### src/rtl/timer_16_if.sv
// Control/status bundle for timer_16: load/value/enable/periodic in, count/tc/busy out.
interface timer_16_if #(
    parameter int BIT_SZ = 16
);
    logic              load;
    logic [BIT_SZ-1:0] value;
    logic              enable;
    logic              periodic;
    logic [BIT_SZ-1:0] count;
    logic              tc;
    logic              busy;

    modport master (
        output load, value, enable, periodic,
        input  count, tc, busy
    );

    modport slave (
        input  load, value, enable, periodic,
        output count, tc, busy
    );
endinterface

### src/rtl/timer_16.sv
// Loadable down-counter with one-shot or auto-reload mode and a registered terminal-count pulse.
module timer_16 #(
    parameter int BIT_SZ = 16
) (
    input  logic       clock,
    input  logic       reset,
    timer_16_if.slave  bus
);
    typedef enum logic {IDLE, RUN} state_t;

    localparam logic [BIT_SZ-1:0] ZERO = '0;
    localparam logic [BIT_SZ-1:0] ONE  = BIT_SZ'(1);

    state_t            state_reg, state_next;
    logic [BIT_SZ-1:0] count_reg, count_next;
    logic              tc_reg, tc_next;

    always_ff @(posedge clock or negedge reset) begin
        if (!reset) begin
            state_reg <= IDLE;
            count_reg <= ZERO;
            tc_reg    <= 1'b0;
        end else begin
            state_reg <= state_next;
            count_reg <= count_next;
            tc_reg    <= tc_next;
        end
    end

    always_comb begin
        state_next = state_reg;
        count_next = count_reg;
        tc_next    = 1'b0;
        if (bus.load) begin
            count_next = bus.value;
            state_next = (bus.value != ZERO) ? RUN : IDLE;
        end else if (state_reg == RUN && bus.enable) begin
            if (count_reg > ONE) begin
                count_next = count_reg - ONE;
            end else begin
                // Terminal edge; count==0 in RUN cannot occur but is also retired here.
                tc_next = 1'b1;
                if (bus.periodic && bus.value != ZERO) begin
                    count_next = bus.value;
                end else begin
                    count_next = ZERO;
                    state_next = IDLE;
                end
            end
        end
    end

    assign bus.count = count_reg;
    assign bus.tc    = tc_reg;
    assign bus.busy  = (state_reg == RUN);
endmodule

### src/flat_wrapper.sv
// flat-port wrapper written by rule: the top's interface ports become plain ports
module timer_16_flat 
#(
    parameter int BIT_SZ = 16
)
  (clock, reset, bus_load, bus_value, bus_enable, bus_periodic, bus_count, bus_tc, bus_busy);
  timer_16_if #(.BIT_SZ(BIT_SZ)) bus_i ();
  input  logic clock;
  input  logic reset;
  input wire logic [$bits(bus_i.load)-1:0] bus_load;
  input wire logic [$bits(bus_i.value)-1:0] bus_value;
  input wire logic [$bits(bus_i.enable)-1:0] bus_enable;
  input wire logic [$bits(bus_i.periodic)-1:0] bus_periodic;
  output wire logic [$bits(bus_i.count)-1:0] bus_count;
  output wire logic [$bits(bus_i.tc)-1:0] bus_tc;
  output wire logic [$bits(bus_i.busy)-1:0] bus_busy;
  assign bus_i.load = bus_load;
  assign bus_i.value = bus_value;
  assign bus_i.enable = bus_enable;
  assign bus_i.periodic = bus_periodic;
  assign bus_count = bus_i.count;
  assign bus_tc = bus_i.tc;
  assign bus_busy = bus_i.busy;
  timer_16 #(.BIT_SZ(BIT_SZ)) u_core (.clock(clock), .reset(reset), .bus(bus_i));
endmodule
### config.mk
export PLATFORM = sky130hd
export DESIGN_NAME = timer_16_flat
export DESIGN_NICKNAME = d
export VERILOG_FILES = /design/src/rtl/timer_16_if.sv /design/src/rtl/timer_16.sv /design/src/flat_wrapper.sv
export SDC_FILE = /design/constraint.sdc
export NUM_CORES = 1
export LEC_CHECK = 0
export ABC_CLOCK_PERIOD_IN_PS = 2600
export CAP_MARGIN = 20
export CORE_MARGIN = 2
export CORE_UTILIZATION = 46
export DETAILED_ROUTE_END_ITERATION = 16
export GPL_ROUTABILITY_DRIVEN = 0
export PLACE_DENSITY = 0.79
export RECOVER_POWER = 100
export SLEW_MARGIN = 20
export SYNTH_ARGS = -nofsm -noshare
export SYNTH_HDL_FRONTEND = slang
export SYNTH_SLANG_ARGS = --single-unit
### constraint.sdc
create_clock -name clock -period 2.6 [get_ports clock]
set_input_delay 0.65 -clock clock [delete_from_list [all_inputs] [get_ports clock]]
set_output_delay 0.65 -clock clock [all_outputs]
set_load 0.05 [all_outputs]
==> flow_summary.ini, run 1 <==
[global_route]
grt_usage = 0.276
grt_util_met3 = 0.0484
grt_pass1_vias = 1468
antenna_found_initial = 0
grt_util_met2 = 0.457
grt_max_degree = 19
use_met1 = 0.357
grt_first_pass_wirelength_um = 6840
busiest_layer = met2
overflow = 0

[yosys]
avgSynthCellArea_sq_um = 8.95
synthMuxAreaShare = 0
netlist_area_sq_um = 1280
synth_warnings = 0
synthArstFlopShare = 1.00
synth_xor_xnor_area_share = 0.00684
synthFlopType = dfrtp_1
synth_top_family_by_area = compound AO/OA/AOI/OAI gates
syn_nets = 166
synth_top_area_share = 0.352
yosys-top-cells-area = dfrtp_1, nand2_1, o41ai_4, a221o_1, o21ai_0
synth-simple-area-share = 0.266
synth_edf_count = 0
synth_seq_cells = 18
seq_area_frac_synth = 0.352
synth_compound_area_frac = 0.315
synth_fa_ha_area_frac = 0.0196
synth_area_leader_cell = dfrtp_1
yosysUniqueCellTypes = 40
netlist_instances = 143

[place]
port_buffers = 38
dp_hpwl_um = 3190
dp_worst_setup_slack_ns = -0.285
dpl_cell_area_sq_um = 1850
place_inst = 231

[route]
wirelength_um = 4520
viasPerCell = 6.46
dr.pass1.iters = 6
ant_nets = 0
drc = 0
num_vias = 1524
wl_per_cell_um = 19.1
drtIter0Drc = 131

[sta]
finalSetupTns_ns = 0
min_period_ns = 2.57
timing.hold.ws_ns = 0.619
setup_viol = 0
slew-limit-headroom = 0.279
timing.fmax_mhz = 389
slew_viol_final = 0
layout_setup_ws_ns = 0.0307
finalHoldViolCount = 0
fin_crit_sh = 0.988
finClkSkew_ns = 0.00758
tightest_slew_ns = 1.08

[clocking]
cts_tree = built
clockRootBuffer = clkbuf_4
insertion_delay_ns = 0.31
clockBufferDepth = 2
cts_sinks = 18
cts.clk_slew.worst_paths_ns = 0.12
cts_buffers = 3
htree_levels = 1

[floorplanning]
rows = 19
chipHeight_um = 56.8
initial_core_util = 0.472
die_x_um = 56.8
die-area_sq_um = 3220
io_pins = 39
core_area_sq_um = 2710

[power]
seq_power_share = 0.389
p_per_area_nw_per_um2 = 466
vdd_drop_max_uv = 431
p_clk_frac = 0.205
power_mw = 0.903
p_leak_nw = 0.851
p_int_mw = 0.535
combPwrFrac = 0.406
switching_share = 0.408
p_sw_mw = 0.368

[layout]
area_delta_synth_final_pct = 51.4
final_common_cell = buf_4
antennaDiodeCount = 0
nets = 229
final_core_util = 0.715
layout_common_cells = buf_4, dlygate4sd3_1, dfrtp_1
largest_register_ff_count = 16
stdcell_count = 236
fill_cells = 219
final_cell_area_sq_um = 1940
drive_gt1_frac = 0.200

[min_path]
worstHoldPathCells = 1
hold_path_class = reg2reg

[setup_path]
critPathCaptureType = register
cp.required_ns = 2.79
r2r_cells = 8
arrival_ns = 2.76
start_kind = input port
worstSetupPathType = in2reg
cp_max_fo = 5

[job]
cap_violations = 0

[outcome]
outcome = completed
[cells by family after synthesis]
| group | count (synthesis) |
|---|---|
| adders and majority gates | 2 |
| and+or+nand+nor | 64 |
| xor gates and xnor gates | 1 |
| buffers and inverters | 10 |
| AOI/OAI and AO/OA | 48 |
| DFF | 18 |
[worst paths after layout]
check / endpoint / slack [ns] / from
worst min-delay path: u_core.bus.count[15] / 0.62 / u_core.bus.count[15]
max in group asynchronous: u_core.bus.count[11] / 0.91 / reset
worst min register to register: u_core.bus.count[15] / 0.62 / u_core.bus.count[15]
worst max register to register: u_core.bus.count[11] / 0.10 / u_core.bus.count[1]
min in group asynchronous: u_core.bus.tc / 1.04 / reset
worst max-delay path: u_core.bus.count[11] / 0.03 / bus_value[1]
[cell type report]
type | count | area (sq um) | area share
Clock buffer | 4 | 36.3 | 0.0187
Multi-Input combinational cell | 116 | 828 | 0.427
Tap cell | 31 | 38.8 | 0.0200
Sequential cell | 18 | 450 | 0.232
Timing Repair Buffer | 62 | 566 | 0.292
Inverter | 5 | 18.8 | 0.00968
[synth_stat cells, types with 2 or more instances]
| cell | n |
|---|---|
| o41ai_4 | 2 |
| a21o_1 | 3 |
| buf_6 | 2 |
| nand2_1 | 17 |
| a21oi_1 | 7 |
| nand3_1 | 6 |
| or3_1 | 6 |
| clkbuf_1 | 3 |
| o211ai_1 | 2 |
| o211ai_2 | 2 |
| nor3_1 | 4 |
| a211oi_1 | 3 |
| nor4_1 | 5 |
| a221o_1 | 5 |
| nor2_1 | 13 |
| inv_1 | 5 |
| or4_1 | 5 |
| o21ai_0 | 10 |
| a221o_2 | 2 |
| o21ai_2 | 2 |
| dfrtp_1 | 18 |
| and2_1 | 2 |
| ha_1 | 2 |
[critical path: stages]
cell and delay [ns]:
clkdlybuf4s50_1 0.45, or4_4 0.46, o41ai_4 0.57, or3_1 0.22
nor2_1 0.05, a221o_1 0.35
[metal layers]
metal / routed length, um / vias to the layer above
met2: 2180 / 102
met5: 0 / -
met4: 111 / 0
met1: 1840 / 719
li1: - / 688
met3: 380 / 15
[timing repair]
item	CTS	global route
setup buffers	0	0
gates resized for setup	0	17
hold buffers	0	0
endpoints found under the setup margin	0	13
[power by group through the flow]
stage               Sequential, mW  Combinational, mW  Clock (mW)
floorplan                    0.455              0.105           0
global placement             0.354              0.362           0
detailed placement           0.356              0.369           0
CTS                          0.351              0.371       0.182
global route                 0.356              0.388       0.200
finish                       0.352              0.367       0.185
Note: power is estimated with default switching activity, not from simulation.
==> run 2: changes to the inputs <==
CTS_CLUSTER_DIAMETER = 40   (was default)
==> results of run 2 <==
Same layout as run 1: the final DEF is identical, and so are final timing and power.
==> run 3: changes to the inputs <==
RECOVER_POWER = 25   (was 100)
==> flow_summary.ini, run 3 (synthesized netlist as in run 1, its figures left out) <==
[outcome]
outcome = finished with violations
violations = negative setup slack

[route]
drc = 0
drtIter0Drc = 111
dr.pass1.iters = 5
viasPerCell = 6.52
ant_nets = 0
wl_per_cell_um = 19.2
wirelength_um = 4530
num_vias = 1538

[clocking]
cts_sinks = 18
clockBufferDepth = 2
cts.clk_slew.worst_paths_ns = 0.11
cts_tree = built
htree_levels = 1
clockRootBuffer = clkbuf_4
cts_buffers = 3
insertion_delay_ns = 0.31

[power]
seq_power_share = 0.385
vdd_drop_max_uv = 437
switching_share = 0.402
combPwrFrac = 0.415
p_clk_frac = 0.200
p_leak_nw = 0.863
p_sw_mw = 0.369
p_per_area_nw_per_um2 = 466
p_int_mw = 0.548

[layout]
drive_gt1_frac = 0.220
final_common_cell = clkdlybuf4s50_1
area_delta_synth_final_pct = 53.6
stdcell_count = 236
layout_common_cells = clkdlybuf4s50_1, buf_4, dfrtp_1
antennaDiodeCount = 0
largest_register_ff_count = 16
nets = 229

[setup_path]
start_kind = input port
critPathCaptureType = register
worstSetupPathType = in2reg
cp.required_ns = 2.79
cp_max_fo = 5
cp_num_buf_inv = 1
arrival_ns = 2.80
slowest_stage = or4_4
path_cells = clkdlybuf4s50_1 > or4_4 > o41ai_4 > or3_4 > nor2_1 > a221o_1
path_delay_family = simple AND/OR/NAND/NOR gates
max_stage_delay_ns = 0.59

[floorplanning]
io_pins = 39
rows = 19
initial_core_util = 0.472
chipHeight_um = 56.8
die_x_um = 56.8
die-area_sq_um = 3220
core_area_sq_um = 2710

[sta]
layout_setup_ws_ns = -0.0120
min_period_ns = 2.61
slew-limit-headroom = 0.272
tightest_slew_ns = 1.09
fin_crit_sh = 1.00
timing.fmax_mhz = 383
slew_viol_final = 0
finClkSkew_ns = 0.00495
finalSetupTns_ns = -0.0120
finalHoldViolCount = 0
setup_viol = 1
timing.hold.ws_ns = 0.623

[place]
port_buffers = 38
place_inst = 231
dp_hpwl_um = 3190

[global_route]
antenna_found_initial = 0
grt_usage = 0.276
grt_pass1_vias = 1468
grt_max_degree = 19
overflow = 0
grt_first_pass_wirelength_um = 6840

[job]
cap_violations = 0

[min_path]
hold_path_class = reg2reg
==> run 3: cell types whose count changed in the layout (fill, tap and decap cells not counted), sizes merged <==
| cell | previous run | this run |
|---|---|---|
| buf | 20 | 23 |
| clkdlybuf4s50 | 11 | 29 |
| clkbuf | 8 | 5 |
| dlygate4sd3 | 19 | 1 |
==> run 3: through the flow <==
| step | power [mW] | cell area (sq um) | worst slack [ns] | util |
|---|---|---|---|---|
| floorplan | 0.560 | 1280 | 0.191 | - |
| global placement | 0.716 | 1850 | -0.236 | 0.681 |
| detailed placement | 0.725 | 1850 | -0.285 | 0.681 |
| global route | 0.959 | 1970 | -0.0254 | 0.725 |
| finish | 0.916 | 1970 | -0.0120 | 0.725 |
| CTS | 0.904 | 1880 | 0.0206 | 0.694 |
==> run 3: layout make-up <==
type	instances	area, sq um
Tap cell	31	38.8
Inverter	5	18.8
Timing Repair Buffer	62	577
Sequential cell	18	450
Fill cell	214	744
Clock buffer	4	36.3
Multi-Input combinational cell	116	845
==> run 3: timing repair <==
| action | in CTS | in global routing |
|---|---|---|
| hold buffers | 0 | 0 |
| resized for setup | 0 | 17 |
| setup buffers | 0 | 0 |
| hold endpoints to repair | 0 | 0 |
| endpoints found under the setup margin | 0 | 13 |
==> run 3: routing by layer <==
layer / part of all wire / global-route usage
met1: 0.40 / 0.357
met2: 0.49 / 0.457
met3: 0.085 / 0.0484
met4: 0.029 / 0.106
met5: 0 / 0
==> run 3: power by group through the flow <==
stage	logic [mW]	clock network [mW]	registers, mW
after floorplan	0.105	0	0.455
after CTS	0.371	0.182	0.351
final	0.380	0.183	0.353
after detailed placement	0.369	0	0.356
after global placement	0.362	0	0.354
after global routing	0.402	0.200	0.357
==> run 3: final timing paths <==
check | from | end | slack [ns] | cells past startpoint
setup / recovery | bus_value[10] | u_core.bus.count[11] | -0.01 | 6
hold / removal | u_core.bus.count[15] | u_core.bus.count[15] | 0.62 | 1
setup reg to reg | u_core.bus.count[1] | u_core.bus.count[11] | 0.10 | 8
hold reg to reg | u_core.bus.count[15] | u_core.bus.count[15] | 0.62 | 1
max in group asynchronous | reset | u_core.bus.count[7] | 0.90 | 2
min in group asynchronous | reset | u_core.bus.tc | 1.04 | 2
